## config.mk

```make
export PLATFORM = sky130hd
export DESIGN_NAME = debounce_sync
export DESIGN_NICKNAME = d
export VERILOG_FILES = /design/src/rtl/debounce_sync.sv
export SDC_FILE = /design/constraint.sdc
export NUM_CORES = 1
export LEC_CHECK = 0
export ABC_AREA = 1
export CORE_MARGIN = 2
export CORE_UTILIZATION = 35
export DETAILED_ROUTE_END_ITERATION = 10
export GPL_ROUTABILITY_DRIVEN = 0
export PLACE_DENSITY = 0.58
export SYNTH_ARGS = -nofsm -noshare
export SYNTH_HDL_FRONTEND = slang
export SYNTH_SLANG_ARGS = --single-unit
```

## constraint.sdc

```tcl
create_clock -name clk -period 1 [get_ports clk]
set_input_delay 0.1 -clock clk [delete_from_list [all_inputs] [get_ports clk]]
set_output_delay 0.1 -clock clk [all_outputs]
set_load 0.05 [all_outputs]
```

## src/rtl/debounce_sync.sv

```systemverilog
// Debouncer with input synchroniser.
// A raw asynchronous level is synchronised, then accepted as the new debounced
// level only after DB_CYCLES consecutive enabled cycles at the opposite level.
// Legal configurations: SYNC_STAGES >= 2, DB_CYCLES >= 2, 2**CNT_W >= DB_CYCLES.
module debounce_sync #(
  parameter int unsigned SYNC_STAGES = 2,
  parameter int unsigned DB_CYCLES   = 4,
  parameter int unsigned CNT_W       = 3
) (
  input  logic clk,
  input  logic rst,
  input  logic din,
  input  logic en,
  output logic q,
  output logic qb,
  output logic rise,
  output logic fall,
  output logic busy
);

  localparam logic [CNT_W-1:0] CNT_MAX = CNT_W'(DB_CYCLES - 1);
  localparam logic [CNT_W-1:0] CNT_ONE = CNT_W'(1);

  typedef enum logic [1:0] {
    ST_LO  = 2'd0,
    CHK_HI = 2'd1,
    ST_HI  = 2'd2,
    CHK_LO = 2'd3
  } state_t;

  logic [SYNC_STAGES-1:0] sync_q;
  logic                   s;
  state_t                 state, state_d;
  logic [CNT_W-1:0]       cnt, cnt_d;
  logic                   q_d, rise_d, fall_d, busy_d;

  assign s = sync_q[SYNC_STAGES-1];

  // Synchroniser chain; only the last stage feeds the qualifier.
  always_ff @(posedge clk or negedge rst) begin
    if (!rst) sync_q <= '0;
    else      sync_q <= {sync_q[SYNC_STAGES-2:0], din};
  end

  // State, counter and all outputs are registered together.
  always_ff @(posedge clk or negedge rst) begin
    if (!rst) begin
      state <= ST_LO;
      cnt   <= '0;
      q     <= 1'b0;
      qb    <= 1'b1;
      rise  <= 1'b0;
      fall  <= 1'b0;
      busy  <= 1'b0;
    end else begin
      state <= state_d;
      cnt   <= cnt_d;
      q     <= q_d;
      qb    <= ~q_d;
      rise  <= rise_d;
      fall  <= fall_d;
      busy  <= busy_d;
    end
  end

  // Next-state: a level change must survive DB_CYCLES enabled cycles;
  // a return to the old level always cancels, even on the final cycle.
  always_comb begin
    state_d = state;
    cnt_d   = cnt;
    q_d     = q;
    rise_d  = 1'b0;
    fall_d  = 1'b0;

    case (state)
      ST_LO: begin
        if (s && en) begin
          state_d = CHK_HI;
          cnt_d   = CNT_ONE;
        end
      end
      CHK_HI: begin
        if (!s) begin
          state_d = ST_LO;
          cnt_d   = '0;
        end else if (en) begin
          if (cnt == CNT_MAX) begin
            state_d = ST_HI;
            cnt_d   = '0;
            q_d     = 1'b1;
            rise_d  = 1'b1;
          end else begin
            cnt_d = cnt + CNT_ONE;
          end
        end
      end
      ST_HI: begin
        if (!s && en) begin
          state_d = CHK_LO;
          cnt_d   = CNT_ONE;
        end
      end
      CHK_LO: begin
        if (s) begin
          state_d = ST_HI;
          cnt_d   = '0;
        end else if (en) begin
          if (cnt == CNT_MAX) begin
            state_d = ST_LO;
            cnt_d   = '0;
            q_d     = 1'b0;
            fall_d  = 1'b1;
          end else begin
            cnt_d = cnt + CNT_ONE;
          end
        end
      end
      default: begin
        state_d = ST_LO;
        cnt_d   = '0;
        q_d     = 1'b0;
      end
    endcase

    busy_d = (state_d == CHK_HI) || (state_d == CHK_LO);
  end

endmodule

```

Word level (Yosys, flattened, before mapping)
Index checks and enable logic that the tools add are counted.
{"block": "op_classes", "add_sub_neg": 1, "reduce_logical": 6, "n_eq_ne": 8, "n_mux": 29, "n_bitwise": 1}
{"operator": "$mux W3", "n": 6}
{"operator": "$mux W2", "n": 8}
{"operator": "$mux W1", "n": 12}
{"operator": "$pmux W3 S4", "n": 1}
{"operator": "$pmux W2 S4", "n": 1}
{"operator": "$eq A2 B2 Y1 const B", "n": 3}
{"operator": "$eq A2 B1 Y1 const B", "n": 2}
{"operator": "$ne A2 B2 Y1 const B", "n": 2}
{"operator": "$add A3 B1 Y3 const B", "n": 1}
{"operator": "$eq A3 B2 Y1 const B", "n": 1}
{"operator": "$logic_and A1 B1 Y1", "n": 2}
{"operator": "$logic_not A2 Y1", "n": 1}
{"operator": "$pmux W1 S2", "n": 1}
{"operator": "$reduce_and A2 Y1", "n": 1}
{"operator": "$logic_not A1 Y1", "n": 1}
{"operator": "$logic_or A1 B1 Y1", "n": 1}
{"operator": "$not A1 Y1", "n": 1}
{"block": "totals", "output_inout_bits": 5, "elab_cells": 53, "in_bits": 4, "reg_bits": 12}

Longest topological paths before layout
{"block": "logic_depth", "ltp_word": 7, "mapped_depth": 7, "depth_no_buf": 7}

Worst setup path after synthesis
No wires, ideal clock.
{"block": "synth_path", "path_type": "register to register", "from": "register cnt[0]", "to": "register state[1]", "setup_ns": 0.120, "period_less_slack_ns": 1.094, "t_arrival_ns": 0.974, "path_stages_with_launch": 8, "required_ns": 0.880, "path_slack_ns": -0.094, "path_buffers": 0, "path_cell_list": "dfrtp_1 > ha_1 > nand2_1 > nor2_2 > inv_1 > nor2_2 > nor2_1 > nand2_1"}
{"block": "synth_via", "elab_chain_len": 5, "word_cells_on_any_way": 8, "cone_classes": "1 x eq/ne; 7 x mux"}
{"item": "start, declared", "line": "34", "text": "logic [CNT_W-1:0] cnt, cnt_d;"}
{"item": "start signal, assigned", "line": "57", "text": "cnt <= cnt_d;"}
{"item": "$eq A3 B2 Y1 *", "line": "87, 108"}
{"item": "$mux W2 (on tied branches)", "line": "108, 87"}
{"item": "$mux W2 (on tied branches)", "line": "107, 86"}
{"item": "$mux W2 (on tied branches)", "line": "104, 83"}
{"item": "$pmux W2 S4 *", "line": "75", "text": "case (state)"}
{"item": "net state_d[1]", "line": "33", "text": "state_t state, state_d;"}
{"item": "end signal, assigned", "line": "56", "text": "state <= state_d;"}
{"item": "end, declared", "line": "33"}
The timed path passes the listed nets; every way through them passes the cells marked *.
A chain may end at the register's enable or synchronous reset.

Final worst setup path
{"block": "layout_path", "from": "register cnt[1]", "to": "register state[1]"}
Same word-level chain as after synthesis.

==> impl_metrics.env <==
export IMPL_status="finished with violations"
export IMPL_violations_in_the_final_reports="setup timing"
export IMPL_timing_rr_start="cnt[1]$_DFFE_PN0P_"
export IMPL_vdd_ir_drop_max_mv=1.12
export IMPL_critPathMostFrequentCell="sky130_fd_sc_hd__nor2_4"
export IMPL_yosys_area_top_type="sky130_fd_sc_hd__dfrtp_1"
export IMPL_totalNegativeSetupSlack_ps=-692
export IMPL_flow_area_growth_from_synthesis_pct=63.5
export IMPL_timing_worst_slew_pin_value_ps=222
export IMPL_p_sw_mw=0.661
export IMPL_timing_worst_setup_path_type="register to register"
export IMPL_pwr_share_clk_pct=20.6
export IMPL_finalSetupViolCount=11
export IMPL_clock_sink_count=12
export IMPL_final_design_area_no_fill_um2=896
export IMPL_initialDrtViolationCount=13
export IMPL_yosys_cell_types_count=12
export IMPL_clk_root_buffer_cell="sky130_fd_sc_hd__clkbuf_4"
export IMPL_drt_drc_violations_left=0
export IMPL_netlist_instances=68
export IMPL_postRouteWirelength_um=1190
export IMPL_htree_num_levels=1
export IMPL_post_synth_instance_area_um2=548
export IMPL_cp_max_fo=3
export IMPL_ff_latch_count_synth=12
export IMPL_ctsLongestPathBuffers=2
export IMPL_power_leakage_nw=0.439
export IMPL_synth_top_cell_area_share_pct=50.2
export IMPL_power_density_cell_area_nw_per_um2=2090
export IMPL_cp_start_kind="register"
export IMPL_placedCellCount=103
export IMPL_grt_pass1_vias=514
export IMPL_fill_cells=129
export IMPL_r2r_setup_slack_ps=-100
export IMPL_report_final_slew_viol_count=0
export IMPL_drv_max_cap_violation_count=0
export IMPL_grt_setup_unrepaired="true"
export IMPL_post_drt_via_cell_ratio=4.79
export IMPL_final_worst_path_cycle_share_pct=110
export IMPL_hold_path_class="input port to async pin"
export IMPL_post_synth_top_count_cell="sky130_fd_sc_hd__nand2_1"
export IMPL_fmax_ghz=0.911
export IMPL_std_cell_rows=14
export IMPL_switching_share_of_power_pct=35.3
export IMPL_rr_worst_depth=7
export IMPL_tritoncts="yes"
export IMPL_post_route_worst_setup_slack_ps=-98.0
export IMPL_path_cells="ha_4 > nand2_4 > nor2_4 > inv_2 > nor2_4 > nor2_1 > nand2_1"
export IMPL_fp_dieH_um=43.6
export IMPL_standard_cell_core_area_um2=1490
export IMPL_placed_cell_area_um2=791
export IMPL_timing_hold_violations_final=0
export IMPL_hold_buffers=0
export IMPL_area_of_the_multi_input_gates_um2=260
export IMPL_ys_dominant_reg_cell="sky130_fd_sc_hd__dfrtp_1"
export IMPL_grt_usage_pct=14.4
export IMPL_synth_edf_count=0
export IMPL_num_antenna_cells=0
export IMPL_port_buffers=8
export IMPL_routed_wire_length_per_instance_um=10.8
export IMPL_fin_crit_ps=1100
export IMPL_fp_dieArea_um2=1900
export IMPL_detailedRoute_firstPassIterationCount=3
export IMPL_cts_made_buffers=3
export IMPL_worst_clk_skew_ps=9.21
export IMPL_share_seq_of_total_power_pct=36.9
export IMPL_cts_clk_slew_worst_paths_ps=80
export IMPL_layout_drive_gt1_share_pct=41.5
export IMPL_synth_top_cells_by_area="sky130_fd_sc_hd__dfrtp_1, sky130_fd_sc_hd__nand2_1, sky130_fd_sc_hd__nand3_1"
export IMPL_hpwlAfterDp_um=908
export IMPL_via_count=527
export IMPL_dieWidth_um=43.6
export IMPL_synth_cells_most_frequent="sky130_fd_sc_hd__nand2_1, sky130_fd_sc_hd__dfrtp_1, sky130_fd_sc_hd__inv_1, sky130_fd_sc_hd__nand3_1, sky130_fd_sc_hd__nor2_1"
export IMPL_grt_pass1_wl_um=2050
export IMPL_design_final_nets=100
export IMPL_internal_power_mw=1.21
export IMPL_comb_power_share_pct=42.5
export IMPL_critPathCaptureType="register"
export IMPL_slowest_stage="sky130_fd_sc_hd__dfrtp_1"
export IMPL_global_route_overflow=0
export IMPL_maxSlewHeadroom_pct=85.1
export IMPL_synth_async_reset_ratio_pct=100
export IMPL_mappedNetlistNets=73
export IMPL_crit_required_ps=1150
export IMPL_crit_path_max_incr_delay_ps=420
export IMPL_r2r_end="state[1]$_DFF_PN0_"
export IMPL_grt_max_degree=9
export IMPL_cp_arrival_ps=1250
export IMPL_hold_slack_ps=114
export IMPL_detail_route_antenna_nets=0
export IMPL_synth_warning_count=0
export IMPL_top_level_port_count=9
export IMPL_number_of_antenna_violations_at_the_first_check_in_global_routing=0
export IMPL_sequential_share_of_the_synthesized_area_pct=55.0
export IMPL_initial_core_util_pct=36.8
export IMPL_utilization_of_the_core_after_routing_pct=60.2
export IMPL_clk_latency_ps=270
export IMPL_syn_area_per_cell_um2=8.06
export IMPL_post_layout_nonfiller_instances=110
export IMPL_sequential_cell_area_um2=302
-- per-stage QoR --
step                power [mW]  setup slack [ps]
finish                    1.87             -98.0
global route              1.99              -161
CTS                       1.85             -84.1
detailed placement        1.41              -262
global placement          1.41              -218
floorplan                 1.03             -45.0
-- how the worst max path moves through the flow --
stage | start | cells past startpoint | to | slack, ps
final | cnt[1]$_DFFE_PN0P_ | 7 | state[1]$_DFF_PN0_ | -100
after global routing | cnt[1]$_DFFE_PN0P_ | 7 | state[1]$_DFF_PN0_ | -160
after CTS | cnt[1]$_DFFE_PN0P_ | 5 | cnt[1]$_DFFE_PN0P_ | -80
after detailed placement | en | 7 | state[1]$_DFF_PN0_ | -260
after global placement | en | 7 | state[1]$_DFF_PN0_ | -220
after floorplan | cnt[0]$_DFFE_PN0P_ | 7 | state[1]$_DFF_PN0_ | -40
-- flip-flops by register name, indices dropped and copies added (netlist names) --
| name | cells |
|---|---|
| qb | 1 |
| sync_q | 2 |
| q | 1 |
| busy | 1 |
| state | 2 |
| rise | 1 |
| fall | 1 |
| cnt | 3 |
-- power groups by stage --
stage / sequential [mW] / clock, mW / combinational [mW]
after floorplan: 0.825 / 0 / 0.203
after global placement: 0.685 / 0 / 0.723
after detailed placement: 0.685 / 0 / 0.726
after CTS: 0.693 / 0.401 / 0.759
after global routing: 0.709 / 0.425 / 0.857
final: 0.691 / 0.385 / 0.797
-- routing by layer --
metal,vias up,wire [µm],global-route usage [%]
li1,266,-,-
met5,-,0,0
met1,246,556,18.4
met3,2,46,5.83
met4,0,16,4.85
met2,13,568,22.1
-- layout make-up --
cell class	count	area share, %
Tap cell	16	2.23
Timing Repair Buffer	22	26.7
Sequential cell	12	33.7
Clock buffer	4	4.05
Multi-Input combinational cell	46	29.1
Inverter	10	4.33
-- placed cells by master, fill, tap and decap left out --
cell / count
sky130_fd_sc_hd__nand2_2: 1
sky130_fd_sc_hd__dfrtp_1: 11
sky130_fd_sc_hd__o21ai_0: 2
sky130_fd_sc_hd__dfstp_2: 1
sky130_fd_sc_hd__clkbuf_8: 1
sky130_fd_sc_hd__nor2_2: 1
sky130_fd_sc_hd__ha_4: 1
sky130_fd_sc_hd__nand3_2: 2
sky130_fd_sc_hd__nand2_4: 1
sky130_fd_sc_hd__nor2_4: 2
sky130_fd_sc_hd__clkdlybuf4s50_1: 3
sky130_fd_sc_hd__buf_4: 13
sky130_fd_sc_hd__clkinv_2: 1
sky130_fd_sc_hd__a21oi_1: 5
sky130_fd_sc_hd__buf_6: 1
sky130_fd_sc_hd__a21oi_2: 2
sky130_fd_sc_hd__nand3_1: 6
sky130_fd_sc_hd__nor2_1: 7
sky130_fd_sc_hd__nand2_1: 16
sky130_fd_sc_hd__inv_1: 5
sky130_fd_sc_hd__buf_12: 5
sky130_fd_sc_hd__clkbuf_4: 3
sky130_fd_sc_hd__inv_2: 4
-- timing repair --
action	CTS	global route
setup endpoints to repair	11	12
pin swaps	5	4
resized for setup	10	3
setup buffers	1	2
-- critical path: cells and delay by family (launching register included) --
kind,cells,cell delay (ps)
simple gates,5,280
buf+inv,1,80
fa+ha+maj,1,190
flops,1,420
-- cells by family (layout without fill, tap and decap cells) --
kind of cell    Yosys count  in the layout  share of synthesized area (%)
compound gates            9              9                           8.22
flops                    12             12                           55.0
simple gates             36             36                           27.4
buf+inv                  10             36                           7.08
fa+ha+maj                 1              1                           2.28
No activity file was read; power rests on OpenSTA's default activity.
==> variant 1 (same settings) <==
`CNT_W`: 3 -> 6.
--- a/src/rtl/debounce_sync.sv
+++ b/src/rtl/debounce_sync.sv
@@ -6,5 +6,5 @@
   parameter int unsigned SYNC_STAGES = 2,
   parameter int unsigned DB_CYCLES   = 4,
-  parameter int unsigned CNT_W       = 3
+  parameter int unsigned CNT_W       = 6
 ) (
   input  logic clk,
Check against the original RTL: no difference found for any inputs over 10 cycles, from zero or initial values and one cycle with rst low; that may be too few to reach the edited logic, so the function may still have changed.
==> variant 1 against the unedited design <==
  * The flow still finishes with violations (setup timing)
  * Critical endpoint unchanged
  * Synthesized cell count increased by 22%
  * Sequential cell count increased by 3
  * Worst setup slack got worse by 0.14 ns
  * Final cell count increased by 27%
  * Clock power decreased by 7.8%
  * Power increased by 48%
  * Synthesized area increased by 28%
  * Hold slack improved by 0.018 ns
  * Critical path type unchanged
  * Cell area increased by 29%
  * Routed wire length increased by 26%
  * Count of clock-buffer cells in the layout decreased by 1
==> variant 1: results <==
set metrics [dict create \
    status "complete, but fails checks" \
    violations "setup timing" \
    postCtsSetupBuffers 2 \
    synth_compound_gate_area_share_pct 5.53 \
    grt_max_degree 16 \
    synth_fp_nets 88 \
    drive_gt1_share_pct 47.8 \
    seq_cells 15 \
    tapCellCount 27 \
    num-multi-input-gates 55 \
    dpl.cell_count 132 \
    grt.met1_usage_pct 16.7 \
    wl_um 1490 \
    largest_reg_flops 6 \
    setup_viol_count_final 14 \
    worst_hold_slack_ns 0.132 \
    setup_tns_ns -2.32 \
    p_per_area_mw_per_mm2 2410 \
    nFillCells 168 \
    netlist_top_cells_area "dfrtp_1 (50%), nand2_1 (9.6%), inv_1 (6.4%)" \
    met3WireLength_um 42 \
    grt_pass1_vias 608 \
    cellLeakagePower_nw 0.531 \
    layout_setup_ws_ns -0.240 \
    slew_headroom_pct 82.4 \
    dp_hpwl_um 1020 \
    synth_seq_area_share_pct 53.7 \
    inv_count 12 \
    placed_area_sq_mm 0.00102 \
    synth_xor_area_share_pct 1.25 \
    viasPerCell 4.48 \
    top_regs "cnt: 6 flops, state: 2 flops, sync_q: 2 flops" \
    wire_per_inst_um 10.6 \
]
-- variant 1: cell types whose count changed in the layout (fill, tap and decap cells not counted), moves of 2 or more --
cell / before / now
a21oi_1: 5 / 2
buf_6: 1 / 4
dfrtp_1: 11 / 14
inv_1: 5 / 8
nand2_1: 16 / 14
nand2_2: 1 / 3
nand3_1: 6 / 4
nand4_1: 0 / 2
nor2_1: 7 / 9
nor2_4: 2 / 5
o21ai_0: 2 / 0
-- variant 1: worst max-delay path, delay by kind of cell, from the launching register on --
kind	cells	cell delay (ns)
flops	1	0.42
buf+inv	1	0.10
fa+ha+maj	1	0.18
simple gates	5	0.43
-- variant 1: report_power, final --
part / leakage [nW] / internal, W / total [W] / switching (W)
clock network: 0.0177 / 0.000149 / 0.000355 / 0.000207
registers: 0.192 / 0.000762 / 0.000913 / 0.000150
logic: 0.321 / 0.000740 / 0.00151 / 0.000768
==> variant 2 (config.mk and constraints unchanged) <==
Made on the original files. Put one more register stage on the output `fall`, without a reset. The value now appears one clock later. The other outputs are not delayed to match.
--- a/src/rtl/debounce_sync.sv
+++ b/src/rtl/debounce_sync.sv
@@ -29,4 +29,6 @@
   } state_t;
 
+  logic fall_s0;
+
   logic [SYNC_STAGES-1:0] sync_q;
   logic                   s;
@@ -51,5 +53,5 @@
       qb    <= 1'b1;
       rise  <= 1'b0;
-      fall  <= 1'b0;
+      fall_s0 <= 1'b0;
       busy  <= 1'b0;
     end else begin
@@ -59,5 +61,5 @@
       qb    <= ~q_d;
       rise  <= rise_d;
-      fall  <= fall_d;
+      fall_s0 <= fall_d;
       busy  <= busy_d;
     end
@@ -126,4 +128,8 @@
   end
 
+  always_ff @(posedge clk) begin
+    fall <= fall_s0;
+  end
+
 endmodule
 
Formal check against the unedited RTL: no difference found for any inputs over 10 cycles, from zero or initial values and one cycle with rst low; that may be too few to reach the edited logic, so the function may still have changed.
==> variant 2 against the unedited design <==
  * The run still ends with setup timing left
  * Cell area is 0.98% lower
  * Sequential power increased by 6.1%
  * Sequential cell count increased by 1
  * Synthesized area is 3.7% higher
  * Synthesized cell count rose by 1.5%
  * Routed wire length is 7.2% lower
  * Power shrank 2.2%
  * Worst setup slack worse by 0.00071 ns
  * Largest cell class unchanged
==> variant 2: results <==
set metrics [dict create \
    status "complete, but fails checks" \
    violations "setup timing" \
    grt_pass1_vias 464 \
    synth_seq_area_share_pct 56.6 \
    gr-usage-all-layers_pct 13.4 \
    peakVddDrop_uv 1290 \
    setup_viol_count_final 11 \
    layout_setup_ws_ns -0.0987 \
    wl_um 1100 \
    synthArstFlopShare_pct 92.3 \
    nFillCells 134 \
    pre_cts_slack_ns -0.267 \
    p_clk_share_pct 16.9 \
    seqPwrFrac_pct 40.0 \
    switchingPower_w 0.000649 \
    synthCells 69 \
    finClkSkew_ns 0.00146 \
    synth_fp_nets 74 \
    placed_area_sq_um 803 \
    slew_headroom_pct 86.6 \
    viasPerCell 4.61 \
    fin_total_pwr_w 0.00183 \
    setup_tns_ns -0.667 \
    netlist_top_cells_area "dfrtp_1 (48%), nand2_1 (12%), nand3_1 (7.0%)" \
    hold_class "input pin to register" \
    nets 99 \
    drive_gt1_share_pct 35.5 \
    cellLeakagePower_nw 0.430 \
    worst_hold_slack_ns 0.264 \
]
[variant 2: area by class of cell]
class | count | area [sq um] | share of cell area [%]
Sequential cell | 13 | 322 | 36.2
Clock buffer | 4 | 26.3 | 2.96
Tap cell | 16 | 20.0 | 2.26
Timing Repair Buffer | 20 | 226 | 25.5
Multi-Input combinational cell | 46 | 254 | 28.6
Inverter | 10 | 38.8 | 4.37
[variant 2: logic make-up after synthesis]
family                   Yosys count  synth area share, %
AND/OR/NAND/NOR                   36                 26.4
flip-flops                        13                 56.6
buffers and inverters             10                 6.83
AO/OA/AOI/OAI                      9                 7.93
adder cells (fa/ha/maj)            1                 2.20
[variant 2: timing repair]
action                     in CTS  in global routing
hold endpoints to repair        0                  2
buffers inserted                0                  1
hold buffers                    0                  1
gates resized for setup        10                  1
pin swaps                       7                  2
setup endpoints to repair      11                 12
[variant 2: layer usage]
layer	up-vias	global-route usage, %	routed length, um
li1	263	-	-
met1	229	15.8	500
met2	11	20.9	535
met3	0	7.76	65
met4	0	3.64	0
met5	-	0	0
